$ cat src/rtl/sddr_phy_sequencer_if.sv
// Command, write-data, PHY and read-return signals between the DDR controller and the DQ/DQS sequencer.
// slave is the sequencer's view; master is the controller/PHY side.
interface sddr_phy_sequencer_if #(
  parameter int DATA_BITS = 16
);
  logic                          cmd_valid_i;
  logic                          cmd_write_i;
  logic                          cmd_ready_o;
  logic [1:0][DATA_BITS-1:0]     wr_dq_i;
  logic                          wr_data_req_o;
  logic [1:0][DATA_BITS-1:0]     phy_dq_o;
  logic                          dq_oe_o;
  logic                          dqs_oe_o;
  logic                          odt_o;
  logic                          rd_capture_o;
  logic [1:0][DATA_BITS-1:0]     phy_dq_i;
  logic [1:0][DATA_BITS-1:0]     rd_dq_o;
  logic                          rd_valid_o;
  logic                          rd_last_o;
  logic                          busy_o;
  logic                          err_o;

  modport slave (
    input  cmd_valid_i, cmd_write_i, wr_dq_i, phy_dq_i,
    output cmd_ready_o, wr_data_req_o, phy_dq_o, dq_oe_o, dqs_oe_o, odt_o,
           rd_capture_o, rd_dq_o, rd_valid_o, rd_last_o, busy_o, err_o
  );

  modport master (
    output cmd_valid_i, cmd_write_i, wr_dq_i, phy_dq_i,
    input  cmd_ready_o, wr_data_req_o, phy_dq_o, dq_oe_o, dqs_oe_o, odt_o,
           rd_capture_o, rd_dq_o, rd_valid_o, rd_last_o, busy_o, err_o
  );
endinterface

$ cat src/rtl/sddr_phy_sequencer.sv
// CAS command -> cycle-exact DQ/DQS enables, ODT, write-data requests and read-capture windows.
// Latency = run-time rl/wl; commands are refused (cmd_ready_o low) until bus-turnaround spacing expires.
module sddr_phy_sequencer #(
  parameter  int DATA_BITS    = 16,
  parameter  int MAX_LAT      = 16,
  parameter  int BURST_CYCLES = 4,
  localparam int LAT_BITS     = $clog2(MAX_LAT + 1)
) (
  input  logic                in_ddr_clock_i,
  input  logic                in_phy_reset_i,
  input  logic [LAT_BITS-1:0] cfg_rd_lat_i,
  input  logic [LAT_BITS-1:0] cfg_wr_lat_i,
  sddr_phy_sequencer_if.slave bus
);
  localparam int DEPTH = MAX_LAT + BURST_CYCLES + 2;
  localparam int HW    = LAT_BITS + 2;

  typedef logic signed [HW-1:0]      hold_t;
  typedef logic [1:0][DATA_BITS-1:0] dq_t;

  localparam hold_t ONE_H = hold_t'(1);
  localparam hold_t BC_H  = hold_t'(BURST_CYCLES);
  localparam hold_t BC2_H = hold_t'(BURST_CYCLES + 2);

  function automatic hold_t smax(input hold_t a, input hold_t b);
    return (a > b) ? a : b;
  endfunction

  logic [LAT_BITS-1:0] r_rl, r_wl;
  logic [DEPTH-1:0]    r_rd_sr, r_rd_last_sr, r_wr_sr;
  logic                r_rd_valid, r_rd_last, r_dq_oe, r_dqs_oe, r_err;
  dq_t                 r_rd_dq;
  hold_t               r_rd_hold, r_wr_hold;

  logic             w_ready, w_rd_acc, w_wr_acc, w_busy;
  logic [DEPTH-1:0] w_rd_load, w_rd_last_load, w_wr_load, w_wr_sr_nxt;
  hold_t            w_rl_s, w_wl_s, w_rd_hold_nxt, w_wr_hold_nxt;
  int               w_rl_i, w_wl_i;

  assign w_ready  = !in_phy_reset_i &&
                    ((bus.cmd_write_i ? r_wr_hold : r_rd_hold) == '0);
  assign w_rd_acc = bus.cmd_valid_i && w_ready && !bus.cmd_write_i;
  assign w_wr_acc = bus.cmd_valid_i && w_ready &&  bus.cmd_write_i;

  assign w_busy = (|r_rd_sr) || (|r_rd_last_sr) || (|r_wr_sr) || r_rd_valid ||
                  r_dq_oe || r_dqs_oe || (r_rd_hold != '0) || (r_wr_hold != '0);

  assign w_rl_i = int'(r_rl);
  assign w_wl_i = int'(r_wl);
  assign w_rl_s = $signed({2'b00, r_rl});
  assign w_wl_s = $signed({2'b00, r_wl});

  // Bit k of a line reaches bit 0 (the output) k+1 clocks after the command clock.
  always_comb begin
    w_rd_load      = '0;
    w_rd_last_load = '0;
    w_wr_load      = '0;
    for (int k = 0; k < DEPTH; k++) begin
      w_rd_load[k]      = w_rd_acc && (k + 1 >= w_rl_i) && (k + 1 <= w_rl_i + BURST_CYCLES - 1);
      w_rd_last_load[k] = w_rd_acc && (k + 1 == w_rl_i + BURST_CYCLES - 1);
      w_wr_load[k]      = w_wr_acc && (k + 2 >= w_wl_i) && (k + 2 <= w_wl_i + BURST_CYCLES - 1);
    end
  end

  assign w_wr_sr_nxt = (r_wr_sr >> 1) | w_wr_load;

  // Turnaround spacing: the opposite-direction counter covers latency skew plus a 2-clock bus gap.
  always_comb begin
    w_rd_hold_nxt = (r_rd_hold != '0) ? r_rd_hold - ONE_H : '0;
    w_wr_hold_nxt = (r_wr_hold != '0) ? r_wr_hold - ONE_H : '0;
    if (w_rd_acc) begin
      w_rd_hold_nxt = smax(w_rd_hold_nxt, BC_H - ONE_H);
      w_wr_hold_nxt = smax(w_wr_hold_nxt, smax(BC_H, w_rl_s + BC2_H - w_wl_s) - ONE_H);
    end else if (w_wr_acc) begin
      w_wr_hold_nxt = smax(w_wr_hold_nxt, BC_H - ONE_H);
      w_rd_hold_nxt = smax(w_rd_hold_nxt, smax(BC_H, w_wl_s + BC2_H - w_rl_s) - ONE_H);
    end
  end

  always_ff @(posedge in_ddr_clock_i) begin
    if (in_phy_reset_i) begin
      r_rl         <= cfg_rd_lat_i;
      r_wl         <= cfg_wr_lat_i;
      r_rd_sr      <= '0;
      r_rd_last_sr <= '0;
      r_wr_sr      <= '0;
      r_rd_valid   <= 1'b0;
      r_rd_last    <= 1'b0;
      r_rd_dq      <= '0;
      r_dq_oe      <= 1'b0;
      r_dqs_oe     <= 1'b0;
      r_rd_hold    <= '0;
      r_wr_hold    <= '0;
      r_err        <= 1'b0;
    end else begin
      if (!w_busy) begin
        r_rl <= cfg_rd_lat_i;
        r_wl <= cfg_wr_lat_i;
      end
      r_rd_sr      <= (r_rd_sr >> 1) | w_rd_load;
      r_rd_last_sr <= (r_rd_last_sr >> 1) | w_rd_last_load;
      r_wr_sr      <= w_wr_sr_nxt;
      r_rd_valid   <= r_rd_sr[0];
      r_rd_last    <= r_rd_last_sr[0];
      r_rd_dq      <= r_rd_sr[0] ? bus.phy_dq_i : '0;
      r_dq_oe      <= r_wr_sr[0];
      // Preamble from the request clock, postamble one clock past dq_oe; adjacent bursts merge.
      r_dqs_oe     <= w_wr_sr_nxt[0] || r_wr_sr[0] || r_dq_oe;
      r_rd_hold    <= w_rd_hold_nxt;
      r_wr_hold    <= w_wr_hold_nxt;
      if (bus.cmd_valid_i && !w_ready) r_err <= 1'b1;
    end
  end

  assign bus.cmd_ready_o   = w_ready;
  assign bus.wr_data_req_o = r_wr_sr[0];
  assign bus.phy_dq_o      = r_wr_sr[0] ? bus.wr_dq_i : '0;
  assign bus.dq_oe_o       = r_dq_oe;
  assign bus.dqs_oe_o      = r_dqs_oe;
  assign bus.odt_o         = r_dqs_oe;
  assign bus.rd_capture_o  = r_rd_sr[0];
  assign bus.rd_dq_o       = r_rd_dq;
  assign bus.rd_valid_o    = r_rd_valid;
  assign bus.rd_last_o     = r_rd_last;
  assign bus.busy_o        = w_busy;
  assign bus.err_o         = r_err;
endmodule

$ cat src/flat_wrapper.sv
// flat-port wrapper written by rule: the top's interface ports become plain ports
module sddr_phy_sequencer_flat 
#(
  parameter  int DATA_BITS    = 16,
  parameter  int MAX_LAT      = 16,
  parameter  int BURST_CYCLES = 4,
  localparam int LAT_BITS     = $clog2(MAX_LAT + 1)
)
  (in_ddr_clock_i, in_phy_reset_i, cfg_rd_lat_i, cfg_wr_lat_i, bus_cmd_valid_i, bus_cmd_write_i, bus_wr_dq_i, bus_phy_dq_i, bus_cmd_ready_o, bus_wr_data_req_o, bus_phy_dq_o, bus_dq_oe_o, bus_dqs_oe_o, bus_odt_o, bus_rd_capture_o, bus_rd_dq_o, bus_rd_valid_o, bus_rd_last_o, bus_busy_o, bus_err_o);
  sddr_phy_sequencer_if #(.DATA_BITS(DATA_BITS)) bus_i ();
  input  logic in_ddr_clock_i;
  input  logic in_phy_reset_i;
  input  logic [LAT_BITS-1:0] cfg_rd_lat_i;
  input  logic [LAT_BITS-1:0] cfg_wr_lat_i;
  input wire logic [$bits(bus_i.cmd_valid_i)-1:0] bus_cmd_valid_i;
  input wire logic [$bits(bus_i.cmd_write_i)-1:0] bus_cmd_write_i;
  input wire logic [$bits(bus_i.wr_dq_i)-1:0] bus_wr_dq_i;
  input wire logic [$bits(bus_i.phy_dq_i)-1:0] bus_phy_dq_i;
  output wire logic [$bits(bus_i.cmd_ready_o)-1:0] bus_cmd_ready_o;
  output wire logic [$bits(bus_i.wr_data_req_o)-1:0] bus_wr_data_req_o;
  output wire logic [$bits(bus_i.phy_dq_o)-1:0] bus_phy_dq_o;
  output wire logic [$bits(bus_i.dq_oe_o)-1:0] bus_dq_oe_o;
  output wire logic [$bits(bus_i.dqs_oe_o)-1:0] bus_dqs_oe_o;
  output wire logic [$bits(bus_i.odt_o)-1:0] bus_odt_o;
  output wire logic [$bits(bus_i.rd_capture_o)-1:0] bus_rd_capture_o;
  output wire logic [$bits(bus_i.rd_dq_o)-1:0] bus_rd_dq_o;
  output wire logic [$bits(bus_i.rd_valid_o)-1:0] bus_rd_valid_o;
  output wire logic [$bits(bus_i.rd_last_o)-1:0] bus_rd_last_o;
  output wire logic [$bits(bus_i.busy_o)-1:0] bus_busy_o;
  output wire logic [$bits(bus_i.err_o)-1:0] bus_err_o;
  assign bus_i.cmd_valid_i = bus_cmd_valid_i;
  assign bus_i.cmd_write_i = bus_cmd_write_i;
  assign bus_i.wr_dq_i = bus_wr_dq_i;
  assign bus_i.phy_dq_i = bus_phy_dq_i;
  assign bus_cmd_ready_o = bus_i.cmd_ready_o;
  assign bus_wr_data_req_o = bus_i.wr_data_req_o;
  assign bus_phy_dq_o = bus_i.phy_dq_o;
  assign bus_dq_oe_o = bus_i.dq_oe_o;
  assign bus_dqs_oe_o = bus_i.dqs_oe_o;
  assign bus_odt_o = bus_i.odt_o;
  assign bus_rd_capture_o = bus_i.rd_capture_o;
  assign bus_rd_dq_o = bus_i.rd_dq_o;
  assign bus_rd_valid_o = bus_i.rd_valid_o;
  assign bus_rd_last_o = bus_i.rd_last_o;
  assign bus_busy_o = bus_i.busy_o;
  assign bus_err_o = bus_i.err_o;
  sddr_phy_sequencer #(.DATA_BITS(DATA_BITS), .MAX_LAT(MAX_LAT), .BURST_CYCLES(BURST_CYCLES)) u_core (.in_ddr_clock_i(in_ddr_clock_i), .in_phy_reset_i(in_phy_reset_i), .cfg_rd_lat_i(cfg_rd_lat_i), .cfg_wr_lat_i(cfg_wr_lat_i), .bus(bus_i));
endmodule
$ cat config.mk
export PLATFORM = sky130hd
export DESIGN_NAME = sddr_phy_sequencer_flat
export DESIGN_NICKNAME = d
export VERILOG_FILES = /design/src/rtl/sddr_phy_sequencer_if.sv /design/src/rtl/sddr_phy_sequencer.sv /design/src/flat_wrapper.sv
export SDC_FILE = /design/constraint.sdc
export NUM_CORES = 1
export LEC_CHECK = 0
export CORE_ASPECT_RATIO = 1.25
export CORE_MARGIN = 5
export CORE_UTILIZATION = 50
export CTS_BUF_LIST = sky130_fd_sc_hd__clkbuf_8 sky130_fd_sc_hd__clkbuf_16
export DETAILED_ROUTE_END_ITERATION = 16
export DONT_BUFFER_PORTS = 1
export PLACE_DENSITY = 0.79
export SETUP_SLACK_MARGIN = 0.2
export SYNTH_ARGS = -nofsm -noshare
export SYNTH_HDL_FRONTEND = slang
export SYNTH_SLANG_ARGS = --single-unit
$ cat constraint.sdc
create_clock -name in_ddr_clock_i -period 5.5 [get_ports in_ddr_clock_i]
set_clock_uncertainty 0.05 [all_clocks]
set_input_delay 1.65 -clock in_ddr_clock_i [delete_from_list [all_inputs] [get_ports in_ddr_clock_i]]
set_output_delay 1.65 -clock in_ddr_clock_i [all_outputs]
set_load 0.03 [all_outputs]
==> Implementation_results.wiki <==
{| class="wikitable"
! Metric !! Value
|-
| # nets final || roughly 1100
|-
| Die width || 123 microns
|-
| Path depth of the worst reg2reg path || 22
|-
| Maximum clock insertion buffer count || 2
|-
| Finished Core Util || 0.579
|-
| Post-cts hold buffer count || 0
|-
| Start of the worst register-to-register path || u_core.r_rl[2]
|-
| Share of synthesized flip-flops with an asynchronous set or reset || 0
|-
| Number of max-capacitance violations reported || 0
|-
| Startpoint of the worst setup timing path || u_core.r_rl[2]
|-
| Sink count of the clock tree || 127
|-
| Avg Inst Size Synth || about 8.3 sq um
|-
| Layout Area Growth over Synthesis || 13.4%
|-
| Status || completed
|-
| Max-Slew Margin vs Limit || 0.300
|-
| Count of flip-flops with a built-in enable after synthesis || 10
|-
| Filler cell count || approximately 1400
|-
| Combinational power share || 0.517
|-
| DRC violation total after the first TritonRoute iteration || roughly 910
|-
| Category of the worst setup path capture point || flip-flop
|-
| GP Congestion || about 0.97
|-
| First-pass GRT wire length || 37.0 mm
|-
| CTS tree || yes
|-
| P_sw || 2.05 mW
|-
| Top fanout value on the critical path || 8
|-
| Leakage power || between 3 and 4 nW
|-
| Clock insertion delay at the later pin of the skew report || 430 ps
|-
| Syn Std Cell Area || approximately 8000 sq um
|-
| Placed cell count || between 1000 and 1500
|-
| Final count of hold timing violations || 0
|-
| HPWL Detailed || about 18 mm
|-
| Via count of the routed design || ~7600
|-
| Worst min path class || flip-flop to flip-flop
|-
| Register-to-register path setup slack || about 400 ps
|-
| Clock Power Share || 0.251
|-
| List of most frequent post-synthesis cells || sky130_fd_sc_hd__dfxtp_1 (117), sky130_fd_sc_hd__nor2_1 (85), sky130_fd_sc_hd__nand2_1 (84)
|-
| PwrDens || ~520 nW/um^2
|-
| Area of the multi-input gates || approximately 5200 sq um
|-
| DRC violations left || 0
|-
| Top post-synthesis cells by area || sky130_fd_sc_hd__dfxtp_1 (29%), sky130_fd_sc_hd__ha_1 (9.6%), sky130_fd_sc_hd__and2_1 (5.4%), sky130_fd_sc_hd__a21oi_1 (4.1%), sky130_fd_sc_hd__nor2_1 (4.0%)
|-
| Combined flip-flop and latch cell area || 2640 sq um
|-
| Port buffer count || 0
|-
| Number of global-route vias before repair || 7354
|-
| Initial antenna violation count || 4
|-
| Unrepaired setup endpoints after global routing || false
|-
| Average via count per standard cell || approximately 6.4
|-
| Inserted Diodes || 0
|-
| Highest ir drop seen on vdd || 0.273 mV
|-
| Pins Over Slew Limit || 0
|-
| Cell-internal power || roughly 2.6 mW
|-
| H-tree depth || 4
|-
| Clock-pin slew reported for the worst setup and hold paths after clock tree synthesis || ~60 ps
|-
| Number of rows in the core area || approximately 50
|-
| Setup Crit Path Kind || flip-flop to flip-flop
|-
| Worst EP arrival || between 5000 and 6000 ps
|-
| Critical path, cell by cell || inv_2 > ha_1 > inv_1 > ha_4 > and2_1 > a31oi_1 > or4_1 > maj3_1 > o221a_4 > nand2_1 > ha_4 > and3_1 > mux2_2 > a22oi_2 > ha_1 > o21ai_0 > nand2_1 > o21ai_2 > a21oi_2 > a211o_1 > nor3b_1 > a211oi_2
|-
| Final worst path period need || just over 5000 ps
|-
| Total iterations of the first detailed-routing run || 6
|-
| Total Die Area || about 19000 sq um
|-
| Tightest Pin Transition || between 1000 and 1500 ps
|-
| Synth unique cells || 83
|-
| Sequential cell area fraction in the yosys report || 0.331
|-
| Global-route usage over all layers || 0.254
|-
| FMAX || between 0.15 and 0.2 GHz
|-
| Sequential share of power || 0.232
|-
| Post-route worst setup slack || about 400 ps
|-
| Post-synthesis instance total || 961
|-
| Switching Share || 0.437
|-
| Synth area leader || sky130_fd_sc_hd__dfxtp_1
|-
| Most frequent cell after synthesis || sky130_fd_sc_hd__dfxtp_1
|-
| Non-filler cells in the finished layout || roughly 1200
|-
| Total Wirelength || around 24 mm
|-
| Number of gates on the worst path with buffers counted || 22
|-
| Total overflow reported by the global router || 0
|-
| Count of antenna-violating nets left after detailed routing || 0
|-
| Data required time of the worst path || 5750 ps
|-
| TritonCTS buffer count || 17
|-
| Final total negative setup slack || 0 ps
|-
| Crit share post-route || 0.927
|-
| Most used flip-flop cell after synthesis || sky130_fd_sc_hd__dfxtp_1
|-
| Boundary Pins || approximately 150
|-
| Synthesis-stage register bit count || around 130
|-
| Maximum cell stage delay along the critical path || around 430 ps
|-
| Cell family contributing the most delay on the critical path || adder cells
|-
| Final number of setup-violating endpoints || 0
|-
| Die Y || approximately 150 microns
|-
| Layout cells sized above 1 || 0.119
|-
| Critical-path cell with the highest stage delay || sky130_fd_sc_hd__or4_1
|-
| Pin count of the biggest net entering global routing || between 50 and 60
|-
| Initial cell density of the core || 0.511
|-
| Reg-to-reg endpoint || u_core.r_wr_hold[0]
|-
| Fraction of synthesized cell area taken by the top area cell type || 0.293
|-
| Number of warnings issued by yosys || 0
|-
| Worst slack at placement || between 100 and 150 ps
|-
| Nature of the critical path startpoint || flip-flop
|-
| Last element of the critical path || u_core.r_wr_hold[0]
|-
| Critical path buffers and inverters || 2
|-
| CORE AREA || between 15000 and 20000 sq um
|-
| Clock root cell || sky130_fd_sc_hd__clkbuf_16
|-
| Routed WL per cell || between 20 and 25 microns
|}
==> worst min path at each step <==
stage,slack (ps),cells after the start,startpoint,to
2_1_floorplan,380,2,u_core.r_wr_sr[5],u_core.r_wr_sr[4]
3_3_place_gp,380,2,u_core.r_rd_sr[10],u_core.r_rd_sr[9]
3_5_place_dp,390,2,u_core.r_rd_sr[10],u_core.r_rd_sr[9]
4_1_cts,390,2,u_core.r_rd_sr[10],u_core.r_rd_sr[9]
5_1_grt,430,1,u_core.r_rd_last_sr[8],u_core.r_rd_last_sr[7]
6_report,390,2,u_core.r_rd_sr[10],u_core.r_rd_sr[9]
==> stage by stage <==
stage          hold WS (ps)  power (mW)  instance area [sq um]
6_report                394        4.70                   9060
2_1_floorplan           375        2.81                   7990
4_1_cts                 394        4.51                   8900
3_3_place_gp            377        3.29                   8270
5_1_grt                 428        5.01                   9060
3_5_place_dp            386        3.31                   8270
==> logic make-up after synthesis <==
logic type / Yosys count / share of synthesized area
AO/OA/AOI/OAI: 261 / 0.226
AND/OR/NAND/NOR: 392 / 0.259
XOR/XNOR: 31 / 0.0340
multiplexers: 7 / 0.00908
adder cells (fa/ha/maj): 64 / 0.102
other: 1 / 0.000469
buffers and inverters: 78 / 0.0390
flip-flops: 127 / 0.331
==> placed cells by master, fill, tap and decap left out, types with 8 or more instances in the layout <==
cell type / synthesis / layout
sky130_fd_sc_hd__or3_1: 9 / 9
sky130_fd_sc_hd__a211oi_1: 13 / 11
sky130_fd_sc_hd__ha_1: 61 / 58
sky130_fd_sc_hd__buf_4: 1 / 28
sky130_fd_sc_hd__clkbuf_16: 0 / 19
sky130_fd_sc_hd__or2_2: 11 / 11
sky130_fd_sc_hd__nand3_1: 23 / 23
sky130_fd_sc_hd__a22o_1: 8 / 8
sky130_fd_sc_hd__nor2_1: 85 / 84
sky130_fd_sc_hd__inv_1: 36 / 34
sky130_fd_sc_hd__xnor2_1: 22 / 22
sky130_fd_sc_hd__nand2_1: 84 / 83
sky130_fd_sc_hd__dfxtp_1: 117 / 117
sky130_fd_sc_hd__xor2_1: 9 / 9
sky130_fd_sc_hd__nor2b_1: 9 / 9
sky130_fd_sc_hd__o21ai_0: 29 / 27
sky130_fd_sc_hd__o2bb2ai_1: 14 / 14
sky130_fd_sc_hd__nand2b_1: 13 / 13
sky130_fd_sc_hd__nor3_1: 19 / 19
sky130_fd_sc_hd__a31oi_1: 27 / 26
sky130_fd_sc_hd__nand4_1: 8 / 8
sky130_fd_sc_hd__nor4_1: 25 / 22
sky130_fd_sc_hd__edfxtp_1: 10 / 10
sky130_fd_sc_hd__a21oi_1: 65 / 63
sky130_fd_sc_hd__and3_1: 10 / 10
sky130_fd_sc_hd__a32o_1: 9 / 9
sky130_fd_sc_hd__a21o_1: 11 / 11
sky130_fd_sc_hd__and2_1: 69 / 69
==> registers in the layout (all words and copies together), names as in the netlist, 5 cells and up <==
signal	count
u_core.r_rl	5
u_core.r_wr_hold	7
u_core.r_wr_sr	22
u_core.r_rd_last_sr	22
u_core.bus.rd_dq_o	32
u_core.r_wl	5
u_core.r_rd_hold	7
u_core.r_rd_sr	22
==> power groups by stage <==
stage | sequential (mW) | clock (mW) | combinational, mW
2_1_floorplan | 1.08 | 0 | 1.73
6_report | 1.09 | 1.18 | 2.43
4_1_cts | 1.09 | 1.19 | 2.23
5_1_grt | 1.10 | 1.23 | 2.67
3_5_place_dp | 1.11 | 0 | 2.21
3_3_place_gp | 1.10 | 0 | 2.19
==> area by class of cell <==
cell class / count / area share
sequential: 127 / 0.292
inverter: 38 / 0.0157
tap: 212 / 0.0293
clock inverter: 12 / 0.0144
timing repair buffer: 28 / 0.0232
multi-input combinational: 757 / 0.572
clock buffer: 20 / 0.0540
==> tightest hold or removal path: stages, from the launching register on <==
cell and delay, ps:
sky130_fd_sc_hd__dfxtp_1 310, sky130_fd_sc_hd__inv_1 40, sky130_fd_sc_hd__a21oi_1 50
==> timing repair <==
item	CTS	global route
setup endpoints to repair	3	14
pin swaps	1	2
gates resized for setup	1	26
setup buffers	1	4
==> layer usage <==
layer	share of wire	GRT usage
met1	0.38	0.301
met5	0.0016	0
met3	0.10	0.0702
met2	0.46	0.414
met4	0.051	0.142
No activity file was read; power rests on OpenSTA's default activity.
